--- src/rtl/iq_phase_detector.sv ---
// Iterative vectoring CORDIC: signed I/Q sample -> phase (2^32 = one turn), gain-scaled magnitude, phase step.
// Latency: result registers ITERATIONS+2 edges after the accepting edge; one sample in flight at a time.
// Backpressure: opReady only in IDLE; result holds in OUT until ipReady, samples offered while busy are dropped.
module iq_phase_detector #(
    parameter int ITERATIONS = 16
) (
    input  logic               ipClk,
    input  logic               ipReset,
    input  logic signed [17:0] ipI,
    input  logic signed [17:0] ipQ,
    input  logic               ipValid,
    output logic               opReady,
    output logic [31:0]        opPhase,
    output logic [19:0]        opMagnitude,
    output logic [31:0]        opFrequency,
    output logic               opFreqValid,
    output logic               opValid,
    input  logic               ipReady
);

    typedef enum logic [1:0] {
        S_IDLE   = 2'd0,
        S_PRE    = 2'd1,
        S_ROTATE = 2'd2,
        S_OUT    = 2'd3
    } state_t;

    // ROTATE runs micro-rotations for cnt 0..ITERATIONS-1; the step at cnt == ITERATIONS commits the result.
    localparam logic [4:0] LAST_STEP = 5'(ITERATIONS);

    state_t             state_q, state_d;
    logic [4:0]         cnt_q;
    logic signed [20:0] x_q, y_q;
    logic signed [20:0] x_sh, y_sh, x_d, y_d;
    logic [31:0]        z_q, z_d;
    logic [31:0]        atan_val;
    logic [31:0]        result_phase;
    logic               zero_q;
    logic [31:0]        prev_q;
    logic               have_q;
    logic [31:0]        phase_q, freq_q;
    logic [19:0]        mag_q;
    logic               freq_vld_q, out_vld_q;

    // round(atan(2^-i) / 2pi * 2^32)
    function automatic logic [31:0] atan_rom(input logic [4:0] idx);
        case (idx)
            5'd0:    atan_rom = 32'h2000_0000;
            5'd1:    atan_rom = 32'h12E4_051E;
            5'd2:    atan_rom = 32'h09FB_385B;
            5'd3:    atan_rom = 32'h0511_11D4;
            5'd4:    atan_rom = 32'h028B_0D43;
            5'd5:    atan_rom = 32'h0145_D7E1;
            5'd6:    atan_rom = 32'h00A2_F61E;
            5'd7:    atan_rom = 32'h0051_7C55;
            5'd8:    atan_rom = 32'h0028_BE53;
            5'd9:    atan_rom = 32'h0014_5F2F;
            5'd10:   atan_rom = 32'h000A_2F98;
            5'd11:   atan_rom = 32'h0005_17CC;
            5'd12:   atan_rom = 32'h0002_8BE6;
            5'd13:   atan_rom = 32'h0001_45F3;
            5'd14:   atan_rom = 32'h0000_A2FA;
            5'd15:   atan_rom = 32'h0000_517D;
            5'd16:   atan_rom = 32'h0000_28BE;
            5'd17:   atan_rom = 32'h0000_145F;
            5'd18:   atan_rom = 32'h0000_0A30;
            5'd19:   atan_rom = 32'h0000_0518;
            5'd20:   atan_rom = 32'h0000_028C;
            5'd21:   atan_rom = 32'h0000_0146;
            5'd22:   atan_rom = 32'h0000_00A3;
            5'd23:   atan_rom = 32'h0000_0051;
            default: atan_rom = 32'h0000_0000;
        endcase
    endfunction

    // One micro-rotation driving Y toward zero; both updates use the pre-update X and Y.
    always_comb begin
        atan_val = atan_rom(cnt_q);
        x_sh     = x_q >>> cnt_q;
        y_sh     = y_q >>> cnt_q;
        x_d      = x_q;
        y_d      = y_q;
        z_d      = z_q;
        if (!y_q[20]) begin
            x_d = x_q + y_sh;
            y_d = y_q - x_sh;
            z_d = z_q + atan_val;
        end else begin
            x_d = x_q - y_sh;
            y_d = y_q + x_sh;
            z_d = z_q - atan_val;
        end
    end

    // A zero vector has no angle; report 0 instead of the accumulated table sum.
    assign result_phase = zero_q ? 32'h0000_0000 : z_q;

    // Ready is dropped during the reset cycle itself, whatever state the FSM was in.
    assign opReady     = (state_q == S_IDLE) && !ipReset;
    assign opPhase     = phase_q;
    assign opMagnitude = mag_q;
    assign opFrequency = freq_q;
    assign opFreqValid = freq_vld_q;
    assign opValid     = out_vld_q;

    // FSM state register.
    always_ff @(posedge ipClk) begin
        if (ipReset) begin
            state_q <= S_IDLE;
        end else begin
            state_q <= state_d;
        end
    end

    // FSM next-state logic.
    always_comb begin
        state_d = state_q;
        case (state_q)
            S_IDLE:   if (ipValid) state_d = S_PRE;
            S_PRE:    state_d = S_ROTATE;
            S_ROTATE: if (cnt_q == LAST_STEP) state_d = S_OUT;
            S_OUT:    if (ipReady) state_d = S_IDLE;
            default:  state_d = S_IDLE;
        endcase
    end

    // Datapath: capture, quadrant pre-rotation, micro-rotations, result commit and phase history.
    always_ff @(posedge ipClk) begin
        if (ipReset) begin
            cnt_q      <= '0;
            x_q        <= '0;
            y_q        <= '0;
            z_q        <= '0;
            zero_q     <= 1'b0;
            prev_q     <= '0;
            have_q     <= 1'b0;
            phase_q    <= '0;
            mag_q      <= '0;
            freq_q     <= '0;
            freq_vld_q <= 1'b0;
            out_vld_q  <= 1'b0;
        end else begin
            case (state_q)
                S_IDLE: begin
                    if (ipValid) begin
                        // Widen before any negation so -131072 stays representable.
                        x_q    <= {{3{ipI[17]}}, ipI};
                        y_q    <= {{3{ipQ[17]}}, ipQ};
                        zero_q <= (ipI == 18'sd0) && (ipQ == 18'sd0);
                    end
                end
                S_PRE: begin
                    cnt_q <= '0;
                    if (x_q[20]) begin
                        x_q <= -x_q;
                        y_q <= -y_q;
                        z_q <= 32'h8000_0000;
                    end else begin
                        z_q <= 32'h0000_0000;
                    end
                end
                S_ROTATE: begin
                    if (cnt_q != LAST_STEP) begin
                        x_q   <= x_d;
                        y_q   <= y_d;
                        z_q   <= z_d;
                        cnt_q <= cnt_q + 5'd1;
                    end else begin
                        phase_q    <= result_phase;
                        mag_q      <= x_q[19:0];
                        freq_q     <= result_phase - prev_q;
                        freq_vld_q <= have_q;
                        prev_q     <= result_phase;
                        have_q     <= 1'b1;
                        out_vld_q  <= 1'b1;
                    end
                end
                S_OUT: begin
                    if (ipReady) out_vld_q <= 1'b0;
                end
                default: ;
            endcase
        end
    end

endmodule

--- config.mk ---
export PLATFORM = sky130hd
export DESIGN_NAME = iq_phase_detector
export DESIGN_NICKNAME = d
export VERILOG_FILES = /design/src/rtl/iq_phase_detector.sv
export SDC_FILE = /design/constraint.sdc
export NUM_CORES = 1
export LEC_CHECK = 0
export BUFFER_PORTS_ARGS = -buffer_cell sky130_fd_sc_hd__buf_2
export CAP_MARGIN = 20
export CORE_MARGIN = 2
export CORE_UTILIZATION = 50
export DETAILED_ROUTE_END_ITERATION = 6
export PLACE_DENSITY_LB_ADDON = 0.08
export SYNTH_ARGS = -nofsm -noshare
export SYNTH_HDL_FRONTEND = slang
export SYNTH_SLANG_ARGS = --single-unit
--- constraint.sdc ---
create_clock -name ipClk -period 8 [get_ports ipClk]
set_clock_uncertainty 0.05 [all_clocks]
set_input_delay 0.8 -clock ipClk [delete_from_list [all_inputs] [get_ports ipClk]]
set_output_delay 0.8 -clock ipClk [all_outputs]
set_load 0.05 [all_outputs]
# Word-level counts from Yosys, hierarchy flattened
# Memories as Yosys holds them, arrays and structs flattened. A register that Yosys moved wholly into a read port is not among the register bits.
# Cells that the tools add are included.
# Widths: inputs -> output; s select.
# totals
regBits	169
latch_bits	0
ram_bits	0
romBits	960
input_bits	40
output_inout_bits	87
wordCells	80
mem_count	1
# memory_table
memory	depth	width	rd	rd_clocked_by_memory_dff	wr	line_no	source
(name not given)	32	30	1	1	0	47	case (idx)
# classes
n_addsub	10
mul	0
div_mod_pow	0
magnitude_cmp	0
n_eq_ne	11
shift	2
n_mux	26
bitwise	1
n_reduce_logical	16
# ops
cell	count
$mux 21	8
$mux 32	4
$pmux 21 s3	2
$pmux 32 s2	1
$sub 32x32->32	2
$add 21x21->21	2
$neg 21->21	2
$sshr 21x5->21	2
$sub 21x21->21	2
$logic_not 18->1	2
$add 32x32->32	1
$mux 5	3
$ne 2x2->1 const B	6
$pmux 5 s2	1
$reduce_and 3->1	3
$pmux 2 s4	1
$mux 2	3
$reduce_and 2->1	3
$add 5x1->5 const B	1
$eq 5x5->1 const B	1
$ne 5x5->1 const B	1
$eq 2x2->1 const B	2
$reduce_and 4->1	1
$reduce_bool 2->1	2
other kinds (8)	10

# Depth between registers and ports, before layout
# Gate-level depths: netlist of the first run.
# depth
depth_word	5
ltp_mapped	27
depth_no_buf	22

# Worst setup path before layout of the first run
# No wires, ideal clock.
# synth_path
path_type	flip-flop to flip-flop
start	reg cnt_q[1]
end	reg y_q[18]
setup_ns	0.070
t_arrival_ns	4.809
t_required_ns	7.880
slack_ns	3.071
path_stages_with_launch	28
n_path_buf	5
period_less_slack_ns	4.929
cell_sequence	dfxtp_1 -> buf_4 -> buf_2 -> buf_4 -> buf_2 -> nand2_1 -> o211a_1 -> o311ai_0 -> a21boi_0 -> o21a_1 -> inv_1 -> ha_1 -> o221a_2 -> and3_1 -> and3_1 -> buf_2 -> a21oi_1 -> xor2_1 -> ha_1 -> and2_1 -> nor3_1 -> o31a_1 -> a211oi_1 -> o31a_1 -> xor2_1 -> a221oi_1 -> or3_1 -> a21oi_1
# synth_between
elab_chain_cells	5
elab_cells_between_ends	9
cone_classes	add/sub (2); eq/ne (2); shift (1); mux (3); reduce/logical (1)
# synth_lines
item	line_no	source
start, declared	32	logic [4:0] cnt_q;
start signal, assigned	167	cnt_q <= cnt_q + 5'd1;
$sshr 21x5->21	79	x_sh = x_q >>> cnt_q;
$sub 21x21->21 / $add 21x21->21 (equally long branches)	86, 90	
$mux 21	84	if (!y_q[20]) begin
$mux 21	163	if (cnt_q != LAST_STEP) begin
$pmux 21 s3	143	case (state_q)
end signal, assigned	148	y_q <= {{3{ipQ[17]}}, ipQ};
end signal, assigned	156	y_q <= -y_q;
end signal, assigned	165	y_q <= y_d;
end, declared	33	logic signed [20:0] x_q, y_q;
# Several ways; a longest one is shown, not always the timed one. The select of a mux whose other input is x is not followed.
# A chain may end at the register's enable or synchronous reset.

# Worst setup path in the final report of the first run
# Ends and elaborated chain as after synthesis.

==> impl_metrics.env, run 1 <==
export IMPL_status="finished clean"
export IMPL_ys_seq_area_frac=0.2147
export IMPL_ys_async_sr_fraction=0
export IMPL_synth_top_cell_area_share=0.2147
export IMPL_crit_path_top_delay_cell="dfxtp_2"
export IMPL_finalSetupViolations=0
export IMPL_cts_setup_buffers=0
export IMPL_drv_cap=0
export IMPL_drt_wl_total_um=64030
export IMPL_num_vias=18628
export IMPL_rsz0062_at_grt="false"
export IMPL_num_nets_final=2648
export IMPL_grt_pass1_wl_um=98500
export IMPL_path_delay_family="simple AND/OR/NAND/NOR gates"
export IMPL_arrival_ns=6.56
export IMPL_grt_max_degree=87
export IMPL_final_cell_mix="nand2_1 (328), a21oi_1 (258), nor2_1 (220)"
export IMPL_overflow=0
export IMPL_drive_gt1_frac=0.1200
export IMPL_drt_pass1_iter_count=5
export IMPL_ys_seq_elements=199
export IMPL_r2r_start="cnt_q[1]$_SDFFE_PP0P_"
export IMPL_wire_per_inst_um=21.63
export IMPL_antenna_found_initial=0
export IMPL_synth_top_family_by_area="compound AO/OA/AOI/OAI gates"
export IMPL_reg2regPathDepth=17
export IMPL_dp_slack_ns=1.827
export IMPL_yosys_area_share_xor_xnor=0.07362
export IMPL_ant_nets=0
export IMPL_dieArea_um2=38670
export IMPL_ys_warn_count=0
export IMPL_worst_pin_slew_ns=1.007
export IMPL_drv_slew=0
export IMPL_grt_pass1_vias=16953
export IMPL_register_area_um2=3989
export IMPL_cpPeakStageDelay_ns=0.87
export IMPL_cp_start_kind="flip-flop"
export IMPL_multi_input_area_um2=13560
export IMPL_diodes=0
export IMPL_drt_iter0_drc=1721
export IMPL_synth_main_ff_cell="dfxtp_1"
export IMPL_holdCritStartpoint="opFrequency[15]$_SDFFE_PP0P_"
export IMPL_numCtsBuffers=17
export IMPL_clkSinkCount=199
export IMPL_startpoint="cnt_q[1]$_SDFFE_PP0P_"
export IMPL_root_buffer="clkbuf_16"
export IMPL_path_class="reg -> reg"
export IMPL_cts_tree="built"
export IMPL_clk_latency_ns=0.48
export IMPL_fin_crit_sh=0.7769
export IMPL_syn2layout_area_growth_pct=7.545
export IMPL_fmax_mhz=160.9
export IMPL_drc=0
export IMPL_clock_path_buffers=2
export IMPL_tns_ns=0
export IMPL_initial_utilization=0.5069
export IMPL_io_buffers=126
export IMPL_hold_path_depth=2
export IMPL_track_usage=0.3259
export IMPL_final_common_cell="nand2_1"
export IMPL_hpwl_um=47430
export IMPL_place_congestion=0.9656
export IMPL_synth_cells=2477
export IMPL_syn_num_nets=2646
export IMPL_finalCriticalPeriod_ns=6.215
export IMPL_nFillCells=3546
export IMPL_core_region_area_um2=36610
export IMPL_synth_area_leaders="dfxtp_1 (21%), ha_1 (8.4%), a21oi_1 (7.0%)"
export IMPL_fin_ws_ns=1.785
export IMPL_cp_num_buf_inv=1
export IMPL_die_w_um=196.7
export IMPL_hold_class="reg -> reg"
export IMPL_path_max_fanout=34
export IMPL_cts_max_level=4
export IMPL_synth_top_area_cell="dfxtp_1"
export IMPL_finalHoldViolations=0
export IMPL_hold_buffers=0
export IMPL_cp_cell_sequence="clkinv_1 -> mux4_2 -> nor2b_1 -> or4_4 -> nor4_4 -> a21oi_1 -> xor2_1 -> ha_1 -> and2_1 -> or4_1 -> o21ai_0 -> a211oi_1 -> o31a_1 -> xor2_1 -> a221oi_1 -> or3_1 -> a21oi_1"
export IMPL_clk_pin_slew_worst_paths_ns=0.08
export IMPL_syn_area_um2=18560
export IMPL_avgSynthCellArea_um2=7.492
export IMPL_synthMuxAreaShare=0.09129
export IMPL_vias_per_cell=6.293
export IMPL_synth_simple_gate_area_share=0.2281
export IMPL_cts_resized=0
export IMPL_ios=127
export IMPL_slew_headroom=0.3278
export IMPL_synth_edf_count=0
export IMPL_cp_data_required_time_ns=8.35
export IMPL_yosysUniqueCellTypes=90
export IMPL_cp_end_kind="flip-flop"
export IMPL_rows=70
export IMPL_synth_compound_area_frac=0.2479
export IMPL_crit_cells=17
export IMPL_synth_fa_ha_area_frac=0.08859
export IMPL_die_h_um=196.7
-- worst paths after layout --
path,to,slack (ns)
worst max-delay path,y_q[18]$_SDFFE_PP0P_,1.78
worst min-delay path,opFrequency[15]$_SDFFE_PP0P_,0.40
worst max register to register,y_q[18]$_SDFFE_PP0P_,1.78
worst min register to register,opFrequency[15]$_SDFFE_PP0P_,0.40
-- registers in the layout, indices dropped and copies added (netlist names), 2 cells and up --
name,cells
y_q,21
atan_val,30
z_q,32
state_q,2
cnt_q,5
x_q,21
opMagnitude,20
opFrequency,32
opPhase,32
-- worst min-delay path, delay by kind of cell, from the launching register on --
| family | cells | cell delay, ns |
|---|---|---|
| AO/OA/AOI/OAI | 1 | 0.05 |
| flip-flops | 1 | 0.31 |
| AND/OR/NAND/NOR | 1 | 0.05 |
-- area by class of cell --
type	instances	area share
sequential	199	0.1999
inverter	96	0.01806
clock inverter	13	0.009404
tap	468	0.02934
multi-input combinational	2014	0.6793
clock buffer	19	0.02269
timing repair buffer	151	0.04131
-- routing by layer --
| layer | track usage | wire length (µm) |
|---|---|---|
| met4 | 0.09580 | 1619 |
| met2 | 0.4866 | 26870 |
| met1 | 0.4753 | 30440 |
| met5 | 0 | 0 |
| met3 | 0.06211 | 5093 |
-- cell families after synthesis --
logic type      count (synthesis)
compound gates                714
xor+xnor                      156
fa+ha+maj                     129
buf+inv                       264
flops                         199
mux                           113
simple gates                  902
-- synth_stat cells, drive strengths merged, types with 9 or more instances --
master / instances
o21a: 27
or3: 35
nand3: 53
a21o: 45
nand3b: 11
o22ai: 17
o211ai: 15
a21oi: 259
a21boi: 9
o31ai: 15
o21ai: 113
nand2: 328
o221ai: 13
nand2b: 24
nor4: 31
dfxtp: 199
nor2: 221
nor3: 66
a221oi: 29
nand4: 11
clkbuf: 132
a22oi: 25
a211oi: 20
inv: 88
o21bai: 9
and2: 14
ha: 125
a31oi: 25
mux2: 35
and3: 15
nor2b: 58
xnor2: 110
mux2i: 38
buf: 36
xor2: 46
mux4: 40
or2: 10
-- stage by stage --
| stage | utilization | area [µm²] | hold slack (ns) | instances |
|---|---|---|---|---|
| after floorplan | - | 18560 | 0.3823 | 2477 |
| after global placement | 0.5274 | 19310 | 0.3857 | 2927 |
| final | 0.5451 | 19960 | 0.3993 | 2960 |
| after global routing | 0.5451 | 19960 | 0.4207 | 2960 |
| after CTS | 0.5451 | 19960 | 0.4021 | 2960 |
| after detailed placement | 0.5276 | 19320 | 0.3913 | 2928 |
Power of run 1 is left out: the tool's default activity adds up to more than one toggle a clock period on the data nets, which glitch-free logic cannot reach.
==> run 2: changes to the inputs <==
==> constraint.sdc (replaced) <==
create_clock -name ipClk -period 5.5 [get_ports ipClk]
set_clock_uncertainty 0.05 [all_clocks]
set_input_delay 0.55 -clock ipClk [delete_from_list [all_inputs] [get_ports ipClk]]
set_output_delay 0.55 -clock ipClk [all_outputs]
set_load 0.05 [all_outputs]
==> impl_metrics.env, run 2 (synthesized netlist as in run 1, its figures left out) <==
export IMPL_grt_pass1_vias=17707
export IMPL_syn2layout_area_growth_pct=11.87
export IMPL_cpPeakStageDelay_ns=0.53
export IMPL_final_cell_mix="nand2_1 (328), a21oi_1 (258), nor2_1 (219)"
export IMPL_root_buffer="clkbuf_16"
export IMPL_finalSetupViolations=0
export IMPL_hold_buffers=0
export IMPL_initial_utilization=0.5069
export IMPL_drt_iter0_drc=1650
export IMPL_path_delay_family="simple AND/OR/NAND/NOR gates"
export IMPL_finalCriticalPeriod_ns=5.395
export IMPL_num_vias=19129
export IMPL_place_congestion=1.008
export IMPL_hold_path_depth=2
export IMPL_fin_area_um2=20760
export IMPL_r2r_start="cnt_q[2]$_SDFFE_PP0P_"
export IMPL_overflow=0
export IMPL_grt_pass1_wl_um=102500
export IMPL_cp_end_kind="flip-flop"
export IMPL_core_region_area_um2=36610
export IMPL_final_cells=3063
export IMPL_multi_input_area_um2=13600
export IMPL_post_dp_cell_area_um2=20110
export IMPL_clk_latency_ns=0.47
export IMPL_cp_num_buf_inv=1
export IMPL_rsz0062_at_grt="true"
export IMPL_clock_path_buffers=2
export IMPL_place_inst=3028
export IMPL_cp_cell_sequence="mux2_2 -> mux4_2 -> nor2b_1 -> or4_4 -> nor4_4 -> a21oi_1 -> xor2_1 -> ha_1 -> and2_1 -> or4_1 -> o21ai_0 -> buf_4 -> o21bai_1 -> a311o_1 -> a21oi_1 -> mux2i_1 -> o221ai_1 -> a21oi_1"
export IMPL_drv_slew=0
export IMPL_clk_pin_slew_worst_paths_ns=0.08
export IMPL_ant_nets=0
export IMPL_io_buffers=126
export IMPL_arrival_ns=5.73
export IMPL_worst_pin_slew_ns=0.8951
export IMPL_cts_tree="built"
export IMPL_path_class="reg -> reg"
export IMPL_finalHoldViolations=0
export IMPL_fin_crit_sh=0.9809
export IMPL_cp_start_kind="flip-flop"
export IMPL_final_common_cell="nand2_1"
export IMPL_dieArea_um2=38670
export IMPL_status="finished clean"
export IMPL_rrSetupSlack_ns=0.11
export IMPL_die_w_um=196.7
export IMPL_cts_max_level=4
export IMPL_clkSinkCount=199
export IMPL_timing_rr_end="y_q[12]$_SDFFE_PP0P_"
export IMPL_drv_cap=0
export IMPL_wire_per_inst_um=21.74
export IMPL_path_max_fanout=10
export IMPL_crit_cells=18
export IMPL_die_h_um=196.7
export IMPL_vias_per_cell=6.245
export IMPL_crit_top_cell="a21oi_1"
export IMPL_fmax_mhz=185.4
export IMPL_drive_gt1_frac=0.1569
export IMPL_register_area_um2=3996
export IMPL_reg2regPathDepth=18
export IMPL_drc=0
export IMPL_num_nets_final=2750
export IMPL_track_usage=0.3404
export IMPL_drt_pass1_iter_count=6
export IMPL_cp_data_required_time_ns=5.83
export IMPL_ios=127
export IMPL_nFillCells=3538
export IMPL_whs_endpoint="opValid$_SDFFE_PP0P_"
export IMPL_slew_headroom=0.4033
export IMPL_hpwl_um=51110
export IMPL_holdCritStartpoint="ipReady"
export IMPL_crit_path_top_delay_cell="mux4_2"
export IMPL_antenna_found_initial=2
export IMPL_rows=70
export IMPL_hold_class="in -> reg"
export IMPL_drt_wl_total_um=66580
export IMPL_numCtsBuffers=17
export IMPL_grt_max_degree=99
==> run 2: layer usage <==
metal  global-route usage  up-vias  wire length [µm]
met3              0.06194       97              5649
met4              0.08382        0              1406
met2               0.5079      811             27970
li1                     -     9168                 -
met1               0.5049     9053             31550
met5                    0        -                 0
==> run 2: layout make-up <==
class,instances,area share
Inverter,96,0.01754
Clock buffer,23,0.02351
Antenna cell,1,0.0001205
Tap cell,468,0.02821
Multi-Input combinational cell,2014,0.6552
Clock inverter,9,0.003978
Sequential cell,199,0.1925
Timing Repair Buffer,253,0.07895
==> run 2: worst max path at each step <==
stage / from / end
6_report: cnt_q[2]$_SDFFE_PP0P_ / y_q[12]$_SDFFE_PP0P_
2_1_floorplan: cnt_q[1]$_SDFFE_PP0P_ / y_q[18]$_SDFFE_PP0P_
3_5_place_dp: cnt_q[1]$_SDFFE_PP0P_ / y_q[12]$_SDFFE_PP0P_
3_3_place_gp: cnt_q[1]$_SDFFE_PP0P_ / y_q[12]$_SDFFE_PP0P_
5_1_grt: cnt_q[2]$_SDFFE_PP0P_ / y_q[12]$_SDFFE_PP0P_
4_1_cts: cnt_q[1]$_SDFFE_PP0P_ / y_q[12]$_SDFFE_PP0P_
==> run 2: through the flow <==
stage	hold slack, ns	utilization	setup slack, ns	TNS, ns
finish	0.2480	0.5671	0.1050	0
detailed placement	0.3937	0.5492	0.1290	0
floorplan	0.3823	-	0.5707	0
global route	0.2276	0.5670	-0.07726	-0.07726
global placement	0.3861	0.5492	0.2411	0
CTS	0.2298	0.5648	0.06958	0
==> run 2: what timing repair did <==
item                                    in CTS  in global routing
buffers inserted                             0                  2
endpoints found under the setup margin       0                 18
gates resized for setup                      0                 19
Power of run 2 is left out for the same reason.
==> run 3: changes to the inputs <==
--- a/config.mk
+++ b/config.mk
@@ -8,7 +8,7 @@
 export BUFFER_PORTS_ARGS = -buffer_cell sky130_fd_sc_hd__buf_2
 export CAP_MARGIN = 20
 export CORE_MARGIN = 2
-export CORE_UTILIZATION = 50
+export CORE_UTILIZATION = 36
 export DETAILED_ROUTE_END_ITERATION = 6
 export PLACE_DENSITY_LB_ADDON = 0.08
 export SYNTH_ARGS = -nofsm -noshare
==> impl_metrics.env, run 3 (synthesized netlist as in run 1, its figures left out) <==
export IMPL_status="finished clean"
export IMPL_antenna_found_initial=5
export IMPL_cts_setup_buffers=0
export IMPL_num_vias=19002
export IMPL_diodes=0
export IMPL_worst_pin_slew_ns=0.9897
export IMPL_holdCritStartpoint="ipReady"
export IMPL_drt_pass1_iter_count=5
export IMPL_io_buffers=126
export IMPL_grt_pass1_vias=17972
export IMPL_arrival_ns=5.54
export IMPL_cp_end_kind="flip-flop"
export IMPL_finalSetupViolations=0
export IMPL_drt_iter0_drc=1518
export IMPL_hold_path_depth=2
export IMPL_hpwl_um=55750
export IMPL_ios=127
export IMPL_drive_gt1_frac=0.1622
export IMPL_cp_cell_sequence="buf_12 -> mux4_2 -> mux2_2 -> a2bb2oi_1 -> o211a_1 -> nand4b_1 -> nor2_1 -> buf_4 -> nand2_1 -> o32ai_1 -> ha_1 -> a21oi_1 -> o21bai_1 -> a221o_1 -> a21oi_1 -> o21ai_0 -> xnor2_1 -> mux2i_1 -> o311ai_1"
export IMPL_rows=83
export IMPL_fin_crit_sh=0.9506
export IMPL_place_congestion=0.9574
export IMPL_num_nets_final=2764
export IMPL_initial_utilization=0.3632
export IMPL_slew_headroom=0.3341
export IMPL_timing_rr_end="x_q[20]$_SDFFE_PP0P_"
export IMPL_ant_nets=0
export IMPL_syn2layout_area_growth_pct=13.98
export IMPL_final_common_cell="nand2_1"
export IMPL_track_usage=0.2691
export IMPL_wire_per_inst_um=21.85
export IMPL_finalHoldViolations=0
export IMPL_reg2regPathDepth=19
export IMPL_clkSinkCount=199
export IMPL_overflow=0
export IMPL_crit_path_top_delay_cell="mux4_2"
export IMPL_r2r_start="cnt_q[1]$_SDFFE_PP0P_"
export IMPL_fmax_mhz=191.3
export IMPL_clk_latency_ns=0.51
export IMPL_hold_class="in -> reg"
export IMPL_rrSetupSlack_ns=0.27
export IMPL_cts_tree="built"
export IMPL_path_delay_family="compound AO/OA/AOI/OAI gates"
export IMPL_drv_slew=0
export IMPL_die_w_um=231.0
export IMPL_final_cell_mix="nand2_1 (328), a21oi_1 (258), nor2_1 (220)"
export IMPL_dieArea_um2=53380
export IMPL_root_buffer="clkbuf_16"
export IMPL_die_h_um=231.0
export IMPL_grt_pass1_wl_um=110600
export IMPL_cts_max_level=4
export IMPL_drv_cap=0
export IMPL_whs_endpoint="opValid$_SDFFE_PP0P_"
export IMPL_finalCriticalPeriod_ns=5.228
export IMPL_numCtsBuffers=17
export IMPL_clk_pin_slew_worst_paths_ns=0.08
export IMPL_cpPeakStageDelay_ns=0.52
export IMPL_drt_wl_total_um=71830
export IMPL_grt_max_degree=85
export IMPL_tns_ns=0
export IMPL_cp_data_required_time_ns=5.81
export IMPL_path_max_fanout=29
export IMPL_clock_path_buffers=2
export IMPL_cp_start_kind="flip-flop"
export IMPL_drc=0
export IMPL_core_region_area_um2=51090
export IMPL_cp_num_buf_inv=2
export IMPL_path_class="reg -> reg"
export IMPL_vias_per_cell=5.779
export IMPL_crit_top_cell="a21oi_1"
==> run 3: cell count changes in the layout (fill, tap and decap cells not counted), moves of 3 or more <==
cell	previous run	this run
inv_6	1	6
inv_12	0	3
clkinvlp_4	4	1
buf_4	122	136
clkbuf_8	4	1
==> run 3: timing repair <==
action                     4_1_cts  5_1_grt
setup endpoints to repair        0        9
hold buffers                     0        0
resized for setup                0       12
==> run 3: worst register-to-register path, stage by stage (launching register included) <==
cell and delay [ns]:
dfxtp_4 0.49, buf_12 0.25, mux4_2 0.53, mux2_2 0.28
a2bb2oi_1 0.45, o211a_1 0.29, nand4b_1 0.23, nor2_1 0.17
buf_4 0.15, nand2_1 0.07, o32ai_1 0.31, ha_1 0.30
a21oi_1 0.24, o21bai_1 0.09, a221o_1 0.36, a21oi_1 0.16
o21ai_0 0.14, xnor2_1 0.21, mux2i_1 0.21, o311ai_1 0.11
==> run 3: layout make-up <==
type / count / area, µm²
Clock inverter: 14 / 163.9
Tap cell: 680 / 850.8
Timing Repair Buffer: 267 / 1749
Inverter: 96 / 360.3
Sequential cell: 199 / 3999
Clock buffer: 18 / 439.2
Fill cell: 5362 / 29940
Multi-Input combinational cell: 2014 / 13590
==> run 3: per-stage QoR <==
stage / instance area (µm²) / hold slack, ns / cells / worst slack, ns / util
floorplan: 18560 / 0.3823 / 2477 / 0.5707 / -
global placement: 20500 / 0.3864 / 3256 / 0.3251 / 0.4013
detailed placement: 20500 / 0.3923 / 3256 / 0.1992 / 0.4013
CTS: 21110 / 0.2429 / 3288 / 0.1878 / 0.4131
global route: 21150 / 0.2716 / 3288 / -0.001308 / 0.4140
finish: 21150 / 0.2596 / 3288 / 0.2718 / 0.4140
==> run 3: worst max-delay path by stage <==
stage | from | endpoint | slack [ns] | depth (start not counted)
after global placement | cnt_q[1]$_SDFFE_PP0P_ | y_q[18]$_SDFFE_PP0P_ | 0.33 | 20
after floorplan | cnt_q[1]$_SDFFE_PP0P_ | y_q[18]$_SDFFE_PP0P_ | 0.57 | 27
after CTS | cnt_q[1]$_SDFFE_PP0P_ | x_q[18]$_SDFFE_PP0P_ | 0.19 | 20
final | cnt_q[1]$_SDFFE_PP0P_ | x_q[20]$_SDFFE_PP0P_ | 0.27 | 19
after global routing | cnt_q[2]$_SDFFE_PP0P_ | y_q[18]$_SDFFE_PP0P_ | -0.001 | 22
after detailed placement | cnt_q[1]$_SDFFE_PP0P_ | x_q[18]$_SDFFE_PP0P_ | 0.20 | 20
==> run 3: metal layers <==
metal  wire, µm  track usage  up-vias
met5          0            0        -
met2      30230       0.3961      579
li1           -            -     9179
met1      35800       0.4023     9169
met4       1362      0.06935        0
met3       4440      0.04478       75
Power of run 3 is left out for the same reason.
